[config.mk]
export PLATFORM = sky130hd
export DESIGN_NAME = iir_coeff_loader
export DESIGN_NICKNAME = d
export VERILOG_FILES = /design/src/rtl/iir_pkg.sv /design/src/rtl/iir_coeff_loader.sv
export SDC_FILE = /design/constraint.sdc
export NUM_CORES = 1
export LEC_CHECK = 0
export CAP_MARGIN = 10
export CORE_UTILIZATION = 53
export CTS_CLUSTER_DIAMETER = 120
export DETAILED_ROUTE_END_ITERATION = 12
export GPL_TIMING_DRIVEN = 0
export PLACE_DENSITY = 0.79
export SYNTH_ARGS = -nofsm -noshare
export SYNTH_HDL_FRONTEND = slang
export SYNTH_SLANG_ARGS = --single-unit
export TNS_END_PERCENT = 100
[constraint.sdc]
create_clock -name clk -period 3.2 [get_ports clk]
set_input_delay 0.32 -clock clk [delete_from_list [all_inputs] [get_ports clk]]
set_output_delay 0.32 -clock clk [all_outputs]
set_load 0.1 [all_outputs]
[src/rtl/iir_pkg.sv]
// rtl/iir_pkg.sv - shared constants and state type for the IIR coefficient loader
package iir_pkg;

  localparam int COEFF_WIDTH_DEF = 32;
  localparam int NUM_COEFFS      = 6;

  localparam logic [2:0] ADDR_B0   = 3'd0;
  localparam logic [2:0] ADDR_B1   = 3'd1;
  localparam logic [2:0] ADDR_B2   = 3'd2;
  localparam logic [2:0] ADDR_A1   = 3'd3;
  localparam logic [2:0] ADDR_A2   = 3'd4;
  localparam logic [2:0] ADDR_GAIN = 3'd5;

  typedef enum logic [1:0] {
    ST_IDLE   = 2'd0,
    ST_ARMED  = 2'd1,
    ST_COMMIT = 2'd2
  } state_t;

endpackage

[src/rtl/iir_coeff_loader.sv]
// rtl/iir_coeff_loader.sv - shadowed biquad coefficient bank applied on a sample boundary
// Optional registered readback port enabled by IIR_COEFF_READBACK_EN.
module iir_coeff_loader
  import iir_pkg::*;
#(
  parameter int COEFF_WIDTH  = COEFF_WIDTH_DEF,
  parameter int TICK_TIMEOUT = 1024
) (
  input  logic                          clk,
  input  logic                          rst_n,
  input  logic                          wr_en,
  input  logic [2:0]                    wr_addr,
  input  logic signed [COEFF_WIDTH-1:0] wr_data,
  input  logic                          commit,
  input  logic                          sample_tick,
  input  logic                          clr_err,
`ifdef IIR_COEFF_READBACK_EN
  input  logic [2:0]                    rd_addr,
  input  logic                          rd_shadow,
  output logic [COEFF_WIDTH-1:0]        rd_data,
`endif
  output logic signed [COEFF_WIDTH-1:0] b0,
  output logic signed [COEFF_WIDTH-1:0] b1,
  output logic signed [COEFF_WIDTH-1:0] b2,
  output logic signed [COEFF_WIDTH-1:0] a1,
  output logic signed [COEFF_WIDTH-1:0] a2,
  output logic signed [COEFF_WIDTH-1:0] gain,
  output logic                          busy,
  output logic                          commit_done,
  output logic                          err_addr,
  output logic                          err_incomplete,
  output logic                          err_busy,
  output logic                          timeout
);

  localparam int CNT_W = (TICK_TIMEOUT > 2) ? $clog2(TICK_TIMEOUT) : 1;
  localparam logic [CNT_W-1:0] CNT_LAST = CNT_W'(TICK_TIMEOUT - 1);

  state_t state, state_next;

  logic [COEFF_WIDTH-1:0] shadow [NUM_COEFFS];
  logic [COEFF_WIDTH-1:0] active [NUM_COEFFS];
  logic [NUM_COEFFS-1:0]  mask;
  logic [NUM_COEFFS-1:0]  wr_bit;
  logic [CNT_W-1:0]       cnt;
  logic                   forced;

  logic addr_ok, addr_bad;
  logic do_commit, forced_hit, busy_hit, incomplete_hit;

  assign addr_ok  = wr_addr <= ADDR_GAIN;
  assign addr_bad = wr_en && !addr_ok;
  // Shadows only accept data while idle; the bank is frozen once armed.
  assign wr_bit   = (wr_en && addr_ok && state == ST_IDLE) ? (NUM_COEFFS'(1) << wr_addr) : '0;

  always_ff @(posedge clk or negedge rst_n) begin
    if (!rst_n) state <= ST_IDLE;
    else        state <= state_next;
  end

  always_comb begin
    state_next     = state;
    do_commit      = 1'b0;
    forced_hit     = 1'b0;
    busy_hit       = 1'b0;
    incomplete_hit = 1'b0;
    case (state)
      ST_IDLE: begin
        if (commit) begin
          if ((mask | wr_bit) == '1) state_next = ST_ARMED;
          else                       incomplete_hit = 1'b1;
        end
      end
      ST_ARMED: begin
        busy_hit = wr_en || commit;
        if (sample_tick) begin
          state_next = ST_COMMIT;
        end else if (cnt == CNT_LAST) begin
          state_next = ST_COMMIT;
          forced_hit = 1'b1;
        end
      end
      ST_COMMIT: begin
        busy_hit   = wr_en || commit;
        do_commit  = 1'b1;
        state_next = ST_IDLE;
      end
      default: state_next = ST_IDLE;
    endcase
  end

  always_ff @(posedge clk or negedge rst_n) begin
    if (!rst_n) begin
      for (int i = 0; i < NUM_COEFFS; i++) begin
        shadow[i] <= '0;
        active[i] <= '0;
      end
      mask           <= '0;
      cnt            <= '0;
      forced         <= 1'b0;
      commit_done    <= 1'b0;
      err_addr       <= 1'b0;
      err_incomplete <= 1'b0;
      err_busy       <= 1'b0;
      timeout        <= 1'b0;
    end else begin
      for (int i = 0; i < NUM_COEFFS; i++) begin
        if (wr_bit[i]) shadow[i] <= wr_data;
        if (do_commit) active[i] <= shadow[i];
      end
      mask        <= do_commit ? '0 : (mask | wr_bit);
      cnt         <= (state == ST_ARMED) ? cnt + CNT_W'(1) : '0;
      // Remember why ARMED was left so the timeout flag lands with commit_done.
      if (state == ST_ARMED) forced <= forced_hit;
      commit_done <= do_commit;
      err_addr       <= !clr_err && (err_addr || addr_bad);
      err_incomplete <= !clr_err && (err_incomplete || incomplete_hit);
      err_busy       <= !clr_err && (err_busy || busy_hit);
      timeout        <= !clr_err && (timeout || (do_commit && forced));
    end
  end

`ifdef IIR_COEFF_READBACK_EN
  logic [COEFF_WIDTH-1:0] rd_next;

  always_comb begin
    rd_next = '0;
    for (int i = 0; i < NUM_COEFFS; i++) begin
      if (rd_addr == 3'(i)) rd_next = rd_shadow ? shadow[i] : active[i];
    end
  end

  always_ff @(posedge clk or negedge rst_n) begin
    if (!rst_n) rd_data <= '0;
    else        rd_data <= rd_next;
  end
`endif

  assign busy = (state == ST_ARMED);
  assign b0   = active[ADDR_B0];
  assign b1   = active[ADDR_B1];
  assign b2   = active[ADDR_B2];
  assign a1   = active[ADDR_A1];
  assign a2   = active[ADDR_A2];
  assign gain = active[ADDR_GAIN];

endmodule

* After elaboration in Yosys (flattened, before gate mapping)
Cells that the tools add are included.
W data, S select, Z words.
** Word-level totals
- Register bits :: 408
- Bits in latches :: 0
- RAM bits :: 0
- ROM bits :: 0
- Memories kept :: 0
** Operators by class
- $add $sub $neg :: 1
- $mul :: 0
- Div/mod/pow operators :: 0
- Magnitude comparators :: 1
- Equality and inequality tests :: 7
- Shift operators :: 1
- Muxes and demuxes :: 15
- Bitwise gates (word level) :: 1
- Reduce and logical (&&, ||, !) cells :: 18
** Operators by type and width (count)
- $mux W6 :: 2
- $add A10 B1 Y10 const B :: 1
- $eq A10 B10 Y1 const B :: 1
- $mux W10 :: 1
- $logic_and A1 B1 Y1 :: 8
- $mux W2 :: 4
- $mux W1 :: 7
- $eq A6 B6 Y1 const B :: 1
- $or A6 B6 Y6 :: 1
- $shl A1 B3 Y6 const A :: 1
- $logic_or A1 B1 Y1 :: 5
- $pmux W2 S2 :: 1
- $le A3 B3 Y1 const B :: 1
- $ne A3 B2 Y1 const B :: 1
- $reduce_and A3 Y1 :: 1
- $eq A2 B1 Y1 const B :: 1
- $eq A2 B2 Y1 const B :: 1
- $logic_not A1 Y1 :: 2
- $logic_not A2 Y1 :: 1
- $ne A2 B1 Y1 const B :: 1
- $ne A2 B2 Y1 const B :: 1
- $reduce_or A2 Y1 :: 1

* Logic depth before layout (Yosys ltp)
- Depth after elaboration :: 11
- Gate-level depth with buffers :: 8
- Mapped depth without buffers :: 7

* Worst setup path after synthesis
OpenSTA, ideal clock, no wires.
- Path type :: register to register
- Start point :: register state[0]
- End point :: register state[0]
- Arrival time :: 2179 ps
- Setup slack :: 896 ps
- Stages on the path, launching flop included :: 9
- Path buffers :: 1
- Clock period less this slack :: 2304 ps
- Cells stage by stage :: dfrtp_1 > inv_1 > ha_1 > and3b_1 > buf_6 > a21oi_2 > or4_4 > a211o_1 > mux2_4
** Between the ends
- Word-level cells in the longest chain between the ends :: 7
** RTL lines
- start, declared :: RTL line iir_coeff_loader.sv:39 : state_t state, state_next;
- start signal, assigned :: RTL line iir_coeff_loader.sv:58 : else state <= state_next;
- $logic_not A2 Y1 :: RTL line iir_coeff_loader.sv:54, iir_coeff_loader.sv:67
- $logic_and A1 B1 Y1 :: RTL line iir_coeff_loader.sv:54 : assign wr_bit = (wr_en && addr_ok && state == ST_IDLE) ? (NUM_COEFFS'(1) << wr_addr) : '0;
- $mux W6 :: RTL line iir_coeff_loader.sv:54
- $or A6 B6 Y6 :: RTL line iir_coeff_loader.sv:70 : if ((mask | wr_bit) == '1) state_next = ST_ARMED;
- $eq A6 B6 Y1 :: RTL line iir_coeff_loader.sv:70
- $ne A2 B1 Y1 (no source line)
- $reduce_and A3 Y1 (no source line)
Several ways; a longest one is shown, not always the timed one.
A chain may end at the register's enable or synchronous reset.

* Final worst setup path
- Start point :: register state[0]
- End point :: register active, in the netlist b2[13]
** Between the ends
- Word-level cells in the longest chain between the ends :: 2
** RTL lines
- $eq A2 B2 Y1 :: RTL line iir_coeff_loader.sv:67 : case (state)
- $mux W1 :: RTL line iir_coeff_loader.sv:67
- net do_commit :: RTL line iir_coeff_loader.sv:49 : logic do_commit, forced_hit, busy_hit, incomplete_hit;
- end signal, assigned by index :: RTL line iir_coeff_loader.sv:109 : if (do_commit) active[i] <= shadow[i];
- end, declared :: RTL line iir_coeff_loader.sv:42 : logic [COEFF_WIDTH-1:0] active [NUM_COEFFS];
The timed path passes the listed nets, and every way through them passes these cells.

==> out/metrics.yaml <==
global_route:
  first_global_vias: 9199
  grtUsageTotal: 0.236
  grt_pass1_wl_mm: 52.6
  grt-ovfl-total: 0
  antenna_found_initial: 0
  grt_max_degree: 126
run:
  maxCapViolCount: 0
synth:
  synthFlopType: "dfrtp_1"
  synth_edf_count: 0
  yosys.area.top_type: "dfrtp_1"
  ys_ff_latch: 408
  syn_area_mm2: 0.0153
  synth_top_area_share: 0.669
  synthesis.nets: 968
  yosys_warnings: 0
  synth_area_per_cell_um2: 16.6
  ys_seq_area_frac: 0.669
  ys_async_sr_fraction: 1.00
  netlist_instances: 922
  synth.distinct_cells: 40
  synth.area.top_cells: "dfrtp_1, mux2_2, mux2_1"
routing:
  ant_nets: 0
  drc: 0
  vias: 8619
  wl_mm: 33.2
  post_drt_wl_per_cell_um: 20.6
  via_per_inst: 5.34
  first_iter_violations: 425
  dr.pass1.iters: 4
clock_tree:
  clkTransAtPathRegs_ns: 0.06
  cts.sinks: 408
  cts-root-buf: "clkbuf_16"
  cts_buffers: 42
  post-cts-setup-buffers: 0
  htree_levels: 2
  clk_path_buf_depth: 3
  cts_tree: "built"
  clock_latency_ns: 0.53
floorplanning:
  die_h_um: 172
  fp.dieW_um: 172
  die_area_mm2: 0.0295
  fp-row-count: 61
  ios: 239
  core_mm2: 0.0281
  initial_utilization: 0.544
setup_path:
  path_class: "reg -> reg"
  critical_path_arrival_ns: 3.39
  slowest_delay_ns: 0.66
  cp_top_family: "buffers and inverters"
  cp_slowest_cell: "clkbuf_1"
  critPathLaunchType: "flop"
  crit_path_cell_trace: "inv_1, ha_1, clkbuf_1, clkbuf_1, clkbuf_1, mux2_2"
  cpMostUsedCell: "clkbuf_1"
  cp.required_ns: 3.60
  endpoint_kind: "flop"
  crit_buf_inv: 4
  crit_path_max_fanout: 10
timing:
  slew_violations: 0
  slew_headroom: 0.283
  tightest_slew_ns: 1.07
  grt_setup_unrepaired: "no"
  setup_violations: 0
  finClkSkew_ns: 0.0137
  finalHoldViolations: 0
  fin_crit_sh: 0.934
  min_period_ns: 2.99
  setup_ws_ns: 0.210
  fmax_ghz: 0.334
finish:
  multi_input_area_mm2: 0.00485
  final_util: 0.698
  insertedDiodeCount: 0
  nets: 1254
  fin_cells: 1614
  seq_area_mm2: 0.0102
  fill_cells: 1959
  syn_to_final_growth_pct: 28.4
  drive_above_1_share: 0.373
placed_design:
  io_buffers: 238
  dpl.cell_count: 1541
  place_congestion: 0.743
  post-place-ws_ns: 0.165
  dp_hpwl_mm: 22.1
run_status:
  status: "finished, final reports clean"
worst_hold_path:
  hp-class: "in -> async"
-- placed cells by master, fill, tap and decap left out, drive strengths merged, types with 4 or more instances in the layout --
cell type	n
o21ai	4
a21oi	7
clkbuf	85
clkdlybuf4s50	237
ha	5
and2	9
buf	23
clkinv	11
nand3	6
inv	7
nand2	4
dfrtp	408
nor2	9
mux2	385
xnor2	4
-- final cells by class --
cell class	count	area share
Sequential cell	408	0.521
Tap cell	378	0.0241
Buffer	45	0.00938
Inverter	7	0.00134
Clock buffer	59	0.0636
Timing Repair Buffer	242	0.126
Multi-Input combinational cell	462	0.247
Clock inverter	13	0.00721
-- routing by layer --
layer | track usage | up-vias | routed length [um]
met4 | 0.0695 | 0 | 818
met2 | 0.383 | 205 | 16000
met1 | 0.312 | 4535 | 14300
met3 | 0.0617 | 52 | 2120
met5 | 0 | - | 0
li1 | - | 3827 | -
-- Yosys cell counts, types with 2 or more instances --
library cell and count:
a21oi_1 6, clkbuf_1 26, inv_1 7, mux2_1 9
dfrtp_1 408, nor2_1 9, and2_1 8, buf_1 12
o21ai_0 4, a31oi_1 3, nand2_1 4, a21boi_0 3
nand3_1 6, xnor2_1 4, or3_1 3, nand4_1 2
mux2_2 375, ha_1 5, and3_2 2, buf_2 6
-- sequential cells by signal, indices dropped and copies added (netlist names) --
name            cells
a1                 32
err_addr            1
state               2
commit_done         1
cnt                10
err_busy            1
a2                 32
b0                 32
b2                 32
timeout             1
shadow            192
b1                 32
forced              1
mask                6
err_incomplete      1
gain               32
-- path summary, 6_finish.rpt --
kind | from | end | slack (ns) | cells after the start
setup / recovery | state[0] | b2[13] | 0.21 | 6
hold / removal | rst_n | cnt[4] | 0.36 | 2
setup reg to reg | state[0] | b2[13] | 0.21 | 6
hold reg to reg | cnt[0] | cnt[0] | 0.47 | 1
max in group asynchronous | rst_n | shadow[77] | 1.45 | 4
min in group clk | clr_err | err_busy | 0.43 | 2
-- timing repair --
action	in CTS	in global routing
endpoints found under the hold margin	80	0
gates resized for setup	0	0
hold buffers	1	0
-- cell families (layout without fill, tap and decap cells) --
kind of cell	count (synthesis)	in the layout	synth area share
flops	408	408	0.669
buf+inv	52	366	0.0138
fa+ha+maj	5	5	0.00410
mux	385	385	0.284
compound gates	24	24	0.0105
simple gates	43	43	0.0158
xor+xnor	5	5	0.00287
-- per-stage QoR --
| step | instance area [um^2] | setup TNS (ns) | hold WS, ns |
|---|---|---|---|
| after global routing | 19600 | 0 | 0.420 |
| after floorplan | 15300 | 0 | 0.0244 |
| after CTS | 19600 | 0 | 0.397 |
| final | 19600 | 0 | 0.356 |
| after detailed placement | 18200 | 0 | 0.356 |
| after global placement | 18100 | -6293.98 | 0.444 |
Power is not shown: default switching activity piles up to over one toggle a cycle in this logic, so the estimate is an artifact.
